[src/rtl/wb_write_arbiter_if.sv]
// Write-back arbiter bus: producer-side write offers plus the single RF write
// port and hazard/status outputs.
//   src_valid/src_ready/src_rd/src_data : per-source write offers (flat slices)
//   rf_we/rf_waddr/rf_wdata/rf_src      : register-file write port
//   pend_mask/busy                      : pending-destination mask, any-buffered
// The arbiter takes the slave modport; producers/bench take master.
interface wb_write_arbiter_if #(
  parameter int NUM_SRC = 2,
  parameter int XLEN    = 32,
  parameter int AW      = 5
);
  localparam int SW = $clog2(NUM_SRC);

  logic [NUM_SRC-1:0]      src_valid;
  logic [NUM_SRC-1:0]      src_ready;
  logic [NUM_SRC*AW-1:0]   src_rd;
  logic [NUM_SRC*XLEN-1:0] src_data;
  logic                    rf_we;
  logic [AW-1:0]           rf_waddr;
  logic [XLEN-1:0]         rf_wdata;
  logic [SW-1:0]           rf_src;
  logic [(1<<AW)-1:0]      pend_mask;
  logic                    busy;

  modport slave (
    input  src_valid, src_rd, src_data,
    output src_ready, rf_we, rf_waddr, rf_wdata, rf_src, pend_mask, busy
  );

  modport master (
    output src_valid, src_rd, src_data,
    input  src_ready, rf_we, rf_waddr, rf_wdata, rf_src, pend_mask, busy
  );
endinterface

[src/rtl/wb_write_arbiter.sv]
// Write-back arbiter: merges RF writes from NUM_SRC producers (0=MEM, 1=ALU,
// 2+=MUL/DIV...) into one RF write port. Each source owns a small FIFO so a
// losing write is buffered rather than stalling its producer.
//   clk, rst_n : clock, async active-low reset
//   bus        : wb_write_arbiter_if.slave (offers in, RF port + status out)
// Arbitration is combinational on FIFO heads; the granted head pops at the
// next rising edge. RR_MODE=0 lowest index wins, RR_MODE=1 round-robin.

// Per-source FIFO. Writes to x0 never get here (filtered by the caller).
// pend is the OR of one-hot destinations over all occupied slots.
module wb_write_arbiter_fifo #(
  parameter int XLEN  = 32,
  parameter int AW    = 5,
  parameter int DEPTH = 2
) (
  input  logic                 clk,
  input  logic                 rst_n,
  input  logic                 push,
  input  logic                 pop,
  input  logic [AW-1:0]        in_rd,
  input  logic [XLEN-1:0]      in_data,
  output logic                 empty,
  output logic                 full,
  output logic [AW-1:0]        head_rd,
  output logic [XLEN-1:0]      head_data,
  output logic [(1<<AW)-1:0]   pend
);
  // DEPTH=1 still gets a 1-bit pointer; it is simply held at 0.
  localparam int PW    = (DEPTH > 1) ? $clog2(DEPTH) : 1;
  localparam int SLOTS = 1 << PW;
  localparam int CW    = $clog2(DEPTH + 1);

  logic [PW-1:0]   rd_ptr, wr_ptr, rd_ptr_nx, wr_ptr_nx;
  logic [CW-1:0]   count;
  logic [SLOTS-1:0] vld;
  logic [AW-1:0]   rd_q   [SLOTS];
  logic [XLEN-1:0] data_q [SLOTS];

  assign rd_ptr_nx = (DEPTH == 1) ? '0 : rd_ptr + 1'b1;
  assign wr_ptr_nx = (DEPTH == 1) ? '0 : wr_ptr + 1'b1;

  assign empty     = (count == '0);
  assign full      = (count == CW'(DEPTH));
  assign head_rd   = rd_q[rd_ptr];
  assign head_data = data_q[rd_ptr];

  // push requires !full and pop requires !empty, so the two never touch the
  // same slot in one cycle.
  always_ff @(posedge clk or negedge rst_n) begin
    if (!rst_n) begin
      rd_ptr <= '0;
      wr_ptr <= '0;
      count  <= '0;
      vld    <= '0;
    end else begin
      if (push) begin
        wr_ptr      <= wr_ptr_nx;
        vld[wr_ptr] <= 1'b1;
      end
      if (pop) begin
        rd_ptr      <= rd_ptr_nx;
        vld[rd_ptr] <= 1'b0;
      end
      case ({push, pop})
        2'b10:   count <= count + 1'b1;
        2'b01:   count <= count - 1'b1;
        default: count <= count;
      endcase
    end
  end

  // Payload needs no reset: vld/count gate every use of it.
  always_ff @(posedge clk) begin
    if (push) begin
      rd_q[wr_ptr]   <= in_rd;
      data_q[wr_ptr] <= in_data;
    end
  end

  always_comb begin
    pend = '0;
    for (int j = 0; j < SLOTS; j++)
      if (vld[j]) pend[rd_q[j]] = 1'b1;
    pend[0] = 1'b0;
  end
endmodule

module wb_write_arbiter #(
  parameter int NUM_SRC = 2,
  parameter int XLEN    = 32,
  parameter int AW      = 5,
  parameter int DEPTH   = 2,
  parameter int RR_MODE = 0
) (
  input  logic               clk,
  input  logic               rst_n,
  wb_write_arbiter_if.slave  bus
);
  localparam int SW = $clog2(NUM_SRC);
  localparam int NR = 1 << AW;

  logic [NUM_SRC-1:0]           empty, full, push, pop;
  logic [NUM_SRC-1:0][AW-1:0]   in_rd, head_rd;
  logic [NUM_SRC-1:0][XLEN-1:0] in_data, head_data;
  logic [NUM_SRC-1:0][NR-1:0]   pend;
  logic [SW-1:0]                rr_ptr, gnt;
  logic                         gnt_vld;

  assign in_rd   = bus.src_rd;
  assign in_data = bus.src_data;

  // Ready is plain !full: a same-cycle pop is not credited.
  // x0 writes are acknowledged but dropped before the FIFO.
  always_comb begin
    push = '0;
    for (int i = 0; i < NUM_SRC; i++)
      push[i] = bus.src_valid[i] & ~full[i] & (in_rd[i] != '0);
  end

  wb_write_arbiter_fifo #(.XLEN(XLEN), .AW(AW), .DEPTH(DEPTH)) u_fifo [NUM_SRC-1:0] (
    .clk       (clk),
    .rst_n     (rst_n),
    .push      (push),
    .pop       (pop),
    .in_rd     (in_rd),
    .in_data   (in_data),
    .empty     (empty),
    .full      (full),
    .head_rd   (head_rd),
    .head_data (head_data),
    .pend      (pend)
  );

  // Search order: from 0 (fixed) or from rr_ptr wrapping (round-robin).
  always_comb begin
    int idx;
    idx     = 0;
    gnt_vld = 1'b0;
    gnt     = '0;
    for (int k = 0; k < NUM_SRC; k++) begin
      idx = (RR_MODE != 0) ? (int'(rr_ptr) + k) % NUM_SRC : k;
      if (!gnt_vld && !empty[idx]) begin
        gnt_vld = 1'b1;
        gnt     = SW'(idx);
      end
    end
  end

  always_comb begin
    pop = '0;
    if (gnt_vld) pop[gnt] = 1'b1;
  end

  always_ff @(posedge clk or negedge rst_n) begin
    if (!rst_n)
      rr_ptr <= '0;
    else if (gnt_vld)
      rr_ptr <= (gnt == SW'(NUM_SRC - 1)) ? '0 : gnt + 1'b1;
  end

  always_comb begin
    bus.pend_mask = '0;
    for (int i = 0; i < NUM_SRC; i++)
      bus.pend_mask = bus.pend_mask | pend[i];
  end

  assign bus.src_ready = ~full;
  assign bus.busy      = |(~empty);
  assign bus.rf_we     = gnt_vld;
  assign bus.rf_src    = gnt;
  assign bus.rf_waddr  = gnt_vld ? head_rd[gnt]   : '0;
  assign bus.rf_wdata  = gnt_vld ? head_data[gnt] : '0;
endmodule

[src/flat_wrapper.sv]
// flat-port wrapper written by rule: the top's interface ports become plain ports
module wb_write_arbiter_flat 
#(
  parameter int NUM_SRC = 2,
  parameter int XLEN    = 32,
  parameter int AW      = 5,
  parameter int DEPTH   = 2,
  parameter int RR_MODE = 0
)
  (clk, rst_n, bus_src_valid, bus_src_rd, bus_src_data, bus_src_ready, bus_rf_we, bus_rf_waddr, bus_rf_wdata, bus_rf_src, bus_pend_mask, bus_busy);
  wb_write_arbiter_if #(.NUM_SRC(NUM_SRC), .XLEN(XLEN), .AW(AW)) bus_i ();
  input  logic clk;
  input  logic rst_n;
  input wire logic [$bits(bus_i.src_valid)-1:0] bus_src_valid;
  input wire logic [$bits(bus_i.src_rd)-1:0] bus_src_rd;
  input wire logic [$bits(bus_i.src_data)-1:0] bus_src_data;
  output wire logic [$bits(bus_i.src_ready)-1:0] bus_src_ready;
  output wire logic [$bits(bus_i.rf_we)-1:0] bus_rf_we;
  output wire logic [$bits(bus_i.rf_waddr)-1:0] bus_rf_waddr;
  output wire logic [$bits(bus_i.rf_wdata)-1:0] bus_rf_wdata;
  output wire logic [$bits(bus_i.rf_src)-1:0] bus_rf_src;
  output wire logic [$bits(bus_i.pend_mask)-1:0] bus_pend_mask;
  output wire logic [$bits(bus_i.busy)-1:0] bus_busy;
  assign bus_i.src_valid = bus_src_valid;
  assign bus_i.src_rd = bus_src_rd;
  assign bus_i.src_data = bus_src_data;
  assign bus_src_ready = bus_i.src_ready;
  assign bus_rf_we = bus_i.rf_we;
  assign bus_rf_waddr = bus_i.rf_waddr;
  assign bus_rf_wdata = bus_i.rf_wdata;
  assign bus_rf_src = bus_i.rf_src;
  assign bus_pend_mask = bus_i.pend_mask;
  assign bus_busy = bus_i.busy;
  wb_write_arbiter #(.NUM_SRC(NUM_SRC), .XLEN(XLEN), .AW(AW), .DEPTH(DEPTH), .RR_MODE(RR_MODE)) u_core (.clk(clk), .rst_n(rst_n), .bus(bus_i));
endmodule
[config.mk]
export PLATFORM = sky130hd
export DESIGN_NAME = wb_write_arbiter_flat
export DESIGN_NICKNAME = d
export VERILOG_FILES = /design/src/rtl/wb_write_arbiter_if.sv /design/src/rtl/wb_write_arbiter.sv /design/src/flat_wrapper.sv
export SDC_FILE = /design/constraint.sdc
export NUM_CORES = 1
export LEC_CHECK = 0
export BUFFER_PORTS_ARGS = -buffer_cell sky130_fd_sc_hd__buf_2
export CAP_MARGIN = 30
export CORE_MARGIN = 4
export CORE_UTILIZATION = 59
export DETAILED_ROUTE_END_ITERATION = 8
export PLACE_DENSITY_LB_ADDON = 0.2
export SYNTH_ARGS = -nofsm -noshare
export SYNTH_HDL_FRONTEND = slang
export SYNTH_HIERARCHICAL = 1
export SYNTH_SLANG_ARGS = --single-unit
[constraint.sdc]
create_clock -name clk -period 6.4 [get_ports clk]
set_input_delay 0 -clock clk [delete_from_list [all_inputs] [get_ports clk]]
set_output_delay 0 -clock clk [all_outputs]
set_load 0.02 [all_outputs]
---- Yosys cells after proc, flatten, opt, wreduce, memory -nomap -nowiden ----
Memory sizes are Yosys's and may differ from the RTL's.
Cells that the tools add are included.
storage, ports and cells
  flip-flop bits (word level) ............. 12
  memory bits (writable) .................. 148
  bits of input ports ..................... 78
  word-level logic and storage cells ...... 121
  memories kept ........................... 4
memory list
  memory                   depth  bits a word  read ports  clocked after memory_dff  wr ports  line                    text
  u_core.u_fifo[0].data_q  2      32           1           0                         1         wb_write_arbiter.sv:37  logic [XLEN-1:0] data_q [SLOTS];
  u_core.u_fifo[1].data_q  2      32           1           0                         1         wb_write_arbiter.sv:37
  u_core.u_fifo[0].rd_q    2      5            3           0                         1         wb_write_arbiter.sv:36  logic [AW-1:0] rd_q [SLOTS];
  u_core.u_fifo[1].rd_q    2      5            3           0                         1         wb_write_arbiter.sv:36
operators by class
  $add $sub $neg .......................... 8
  magnitude comparators ................... 18
  equal/unequal tests ..................... 6
  muxes and demuxes ....................... 42
  bitwise logic cells ..................... 17
  reductions and logical operators ........ 18
operator list
  kind                                                                                  number
  32-bit 2-to-1 mux                                                                     7
  32-bit bitwise OR                                                                     3
  5-bit by 6-bit less-than comparator with 1-bit output (second input constant)         4
  1-bit demux with 5-bit select                                                         4
  5-bit by 1-bit greater-or-equal comparator with 1-bit output (second input constant)  4
  1-bit 2-to-1 mux                                                                      16
  5-bit 2-to-1 mux                                                                      3
  1-bit logical AND                                                                     10
  1-bit by 2-bit less-than comparator with 1-bit output (second input constant)         5
  2-bit 2-to-1 mux                                                                      5
  5-bit nonzero test                                                                    2
  2-bit == test (second input constant)                                                 4
  2-bit NOT                                                                             4
  2-bit case mux with 2 select lines                                                    2
  1-bit demux with 1-bit select                                                         5
  1-bit greater-or-equal comparator (second input constant)                             5
  1-bit adder (second input constant)                                                   4
  2-bit by 1-bit adder with 2-bit output (second input constant)                        2
  1-bit bitwise AND                                                                     4
  2-bit bitwise AND                                                                     2
  2-bit by 1-bit == test with 1-bit output (second input constant)                      2
  2-bit logical NOT                                                                     2
  2-bit bitwise OR                                                                      2
  2-bit nonzero test                                                                    2
  4 further kinds                                                                       6

---- Longest topological paths before layout ----
  depth after elaboration ................. 11
  depth in mapped cells ................... 8
  mapped depth without buffers ............ 8

---- Modules after synthesis ----
The synthesis kept the hierarchy.
modules (own cells, without submodules)
  module                                    instances  cells an instance  area an instance (sq um)
  wb_write_arbiter_fifo (u_core.u_fifo[0])  1          202                3316.9
  wb_write_arbiter_fifo (u_core.u_fifo[1])  1          198                3305.7
  wb_write_arbiter                          1          88                 669.4

---- Worst setup path before layout ----
Ideal clock, no wire load.
  kind .................................... register to register
  start point ............................. reg u_core.u_fifo[0].count[1]
  end point ............................... mem u_core.u_fifo[0].data_q[0][0] (enable)
  setup time .............................. 0.437 ns
  data arrival time ....................... 2.641 ns
  required time ........................... 5.963 ns
  setup slack ............................. 3.322 ns
  cell stages (with the launch flop) ...... 5
  buffers on the path ..................... 0
  period minus slack after synthesis ...... 3.078 ns
  cell sequence ........................... dfrtp_1 nor2b_1 inv_1 o311a_1 nor2b_1
between the ends
  longest elaborated chain between the ends .. 6
ends and longest elaborated chain
  what                                    line                     text
  start, declared                         wb_write_arbiter.sv:34   logic [CW-1:0] count;
  start signal, assigned                  wb_write_arbiter.sv:65   2'b10: count <= count + 1'b1;
  start signal, assigned                  wb_write_arbiter.sv:66   2'b01: count <= count - 1'b1;
  start signal, assigned                  wb_write_arbiter.sv:67   default: count <= count;
  2-bit == test                           wb_write_arbiter.sv:43   assign full = (count == CW'(DEPTH));
  named net u_core.full[0]                wb_write_arbiter.sv:102  logic [NUM_SRC-1:0] empty, full, push, pop;
  1-bit NOT                               wb_write_arbiter.sv:117  push[i] = bus.src_valid[i] & ~full[i] & (in_rd[i] != '0);
  1-bit bitwise AND (2 in a row)          wb_write_arbiter.sv:117
  named net u_core.push[0]                wb_write_arbiter.sv:102
  1-bit 2-to-1 mux                        wb_write_arbiter.sv:74   if (push) begin
  1-bit 2-to-1 mux (not written as such)  wb_write_arbiter.sv:76   data_q[wr_ptr] <= in_data;
  end, declared                           wb_write_arbiter.sv:37
The timed path passes the listed nets, and every way through them passes these cells.

---- Final worst setup path ----
  start point ............................. reg u_core.u_fifo[0].count[0]
  end point ............................... out bus_rf_waddr[0]
between the ends
  longest elaborated chain between the ends .. 6
  elaborated cells between the ends (all ways) .. 8
ends and longest elaborated chain
  what                                                 line                     text
  2-bit logical NOT (*)                                wb_write_arbiter.sv:42   assign empty = (count == '0);
  named net u_core.empty[0]                            wb_write_arbiter.sv:102
  1-bit logical AND                                    wb_write_arbiter.sv:142  if (!gnt_vld && !empty[idx]) begin
  1-bit 2-to-1 mux                                     wb_write_arbiter.sv:142
  5-bit 2-to-1 mux (not written as such) (2 in a row)  wb_write_arbiter.sv:171  assign bus.rf_waddr = gnt_vld ? head_rd[gnt] : '0;
  5-bit 2-to-1 mux (*)                                 wb_write_arbiter.sv:171
  end, declared                                        flat_wrapper.sv:19       output wire logic [$bits(bus_i.rf_waddr)-1:0] bus_rf_waddr;
The timed path passes the listed nets; every way through them passes the cells marked *. The select of a mux whose other input is x is not followed.

==> flow_summary.ini <==
[place]
hpwl_um = 11300
placed_area_um2 = 8150
gp_congestion = 0.909
io_buffers = 150
place_inst = 782

[synthesis]
yosysTopAreaCell = edfxtp_1
synthesis.nets = 568
yosys_warnings = 6
ys_seq_area_share_pct = 65.1
synth_cell_types = 29
synth_top_area_share_pct = 60.9
ys_ff_latch = 160
mappedNetlistArea_um2 = 7290
syn_inst = 488
synthTopCellsByArea = edfxtp_1 61%, mux2_2 11%, o22ai_1 5.3%
avgSynthCellArea_um2 = 14.9

[setup_path]
rr_startpoint = u_core/u_fifo[0]/count[0]
reg2reg_to = u_core/u_fifo[0]/count[1]
slowest_delay_ns = 0.90
reg2reg_depth = 5
crit_fanout = 38
crit_start = u_core/u_fifo[0]/count[0]
end_kind = primary output
arrival_ns = 2.53
path_cells = nor2_1, nor2b_4, a22o_1, buf_2
path_buf_inv = 1
crit_slowest_cell = nor2b_4
startpoint_type = register
setup.worst_path.class = register to primary output
crit_required_ns = 6.40
critical-path-top-delay-family = simple AND/OR/NAND/NOR gates
ff2ff_setup_slack_ns = 4.42

[global_routing]
grt_pass1_vias = 5681
grt_overflow = 0
grt_pass1_wl_um = 31100
antenna_found_initial = 0
grt_usage_pct = 28.7
grt_max_degree = 42

[clock_tree]
clkLatencyLatePin_ns = 0.42
htree_levels = 4
tritoncts = built
root_buffer = clkbuf_16
clock-sinks = 160
max-clock-path-buffers = 2
cts_setup_buffers = 0
clk_pin_slew_ns = 0.06
cts_made_buffers = 17

[floorplan]
die-width_um = 119
dieArea_um2 = 14200
start_util_pct = 60.5
die_height_um = 119
io_pins = 152
core_um2 = 12100
placementRows = 40

[sta]
worstMarginPinSlew_ns = 1.04
tns_ns = 0
rsz0062_at_grt = false
fmax_mhz = 395
period_share_pct = 39.6
relSlewSlack_pct = 30.3
setup_viol = 0
final_hold_viol_count = 0
fin_worst_skew_ns = 0.0109
drv_slew = 0
finalCriticalPeriod_ns = 2.53

[job]
cap_violations = 0

[final_layout]
fin_util_pct = 78.9
fill_cells = 664
diodes = 0
final_common_cell = buf_2
fin_nets = 791
stdcell_count = 892
layout-drive-gt1-share_pct = 40.6
fin_area_um2 = 9520
syn_to_final_growth_pct = 30.6
final_cell_mix = 150 x buf_2, 148 x edfxtp_1, 76 x dlygate4sd3_1, 74 x mux2_2, 62 x o22ai_1

[route]
drc = 0
dr.pass1.iters = 6
drt-initial-drc-count = 615
avgViaCountPerCell = 6.14
vias = 5480
postRouteAntennaNets = 0
wl_um = 20600
post_drt_wl_per_cell_um = 23.1

[worst_hold_path]
hp-start = bus_src_valid[1]
holdPathStages = 3
hold_class = primary input to register
whs_endpoint = u_core/u_fifo[1]/wr_ptr

[pwr]
power_density_nw_per_um2 = 455
p_leak_nw = 3.67
power.total_mw = 4.33
vdd_drop_max_mv = 0.385

[run_status]
status = finished clean
[registers in the layout, indices dropped and copies added (netlist names)]
name / cells
u_core/u_fifo/vld: 4
u_core/u_fifo/count: 4
u_core/u_fifo/data_q: 128
u_core/u_fifo/rd_q: 20
u_core/u_fifo/rd_ptr: 2
u_core/u_fifo/wr_ptr: 2
[through the flow]
step | setup slack [ns] | hold slack (ns)
CTS | 3.87 | 0.0156
global placement | 4.24 | -0.118
finish | 3.87 | 0.0492
global route | 3.74 | 0.0477
detailed placement | 4.30 | -0.111
floorplan | 3.32 | -0.296
[tightest hold or removal path, stage by stage]
cell     delay, ns
buf_2         0.08
o311a_1       0.24
xor2_1        0.10
[timing repair]
| action | CTS | global route |
|---|---|---|
| hold endpoints to repair | 160 | 0 |
| endpoints found under the setup margin | 0 | 0 |
| resized for setup | 0 | 0 |
| hold buffers | 76 | 0 |
[synth_stat cells (all sizes together)]
| master | number |
|---|---|
| edfxtp | 148 |
| mux2 | 74 |
| o22ai | 62 |
| a22o | 37 |
| or2 | 32 |
| buf | 20 |
| nand3b | 20 |
| dfrtp | 12 |
| nor2 | 11 |
| or3b | 11 |
| nand3 | 8 |
| inv | 7 |
| clkbuf | 6 |
| nand2 | 6 |
| nor2b | 6 |
| or3 | 6 |
| xor2 | 6 |
| xnor2 | 4 |
| a21oi | 2 |
| a2bb2oi | 2 |
| and2 | 2 |
| conb | 2 |
| ha | 2 |
| o311a | 2 |
[routing by layer]
metal  track usage, %  vias up  wire (um)
met5                0        -          0
met4             10.5        0        551
met3             6.79       56       1850
met2             49.5      373      10700
met1             35.5     2658       7560
li1                 -     2393          -
[worst max path at each step]
stage | endpoint | slack (ns) | cells after the start
global route | bus_rf_waddr[0] | 3.74 | 4
floorplan | u_core/u_fifo[0]/data_q[0][0] | 3.32 | 4
finish | bus_rf_waddr[0] | 3.87 | 4
global placement | u_core/u_fifo[0]/data_q[0][5] | 4.24 | 4
CTS | bus_rf_waddr[0] | 3.87 | 4
detailed placement | u_core/u_fifo[1]/data_q[1][18] | 4.30 | 4
[report_power, final]
part	internal, mW	switching [mW]	total, mW
registers	1.43	0.246	1.68
logic	0.720	0.943	1.66
clock network	0.576	0.410	0.986
[cells by family (layout without fill, tap and decap cells)]
kind of cell | Yosys count | count (layout) | synth area share (%)
other cells | 2 | 2 | 0.103
mux | 74 | 74 | 11.4
simple gates | 102 | 102 | 8.85
fa+ha+maj | 2 | 2 | 0.343
compound gates | 105 | 105 | 10.4
flops | 160 | 160 | 65.1
xor+xnor | 10 | 10 | 1.20
buf+inv | 33 | 269 | 2.59
[area by class of cell]
cell class | count | area (um^2) | share of cell area (%)
timing repair buffer | 230 | 1590 | 16.7
clock inverter | 13 | 138 | 1.45
sequential | 160 | 4750 | 49.9
inverter | 7 | 26.3 | 0.276
multi-input combinational | 295 | 2380 | 25.0
tap | 168 | 210 | 2.21
clock buffer | 19 | 433 | 4.55
(Power assumes the default switching activity.)
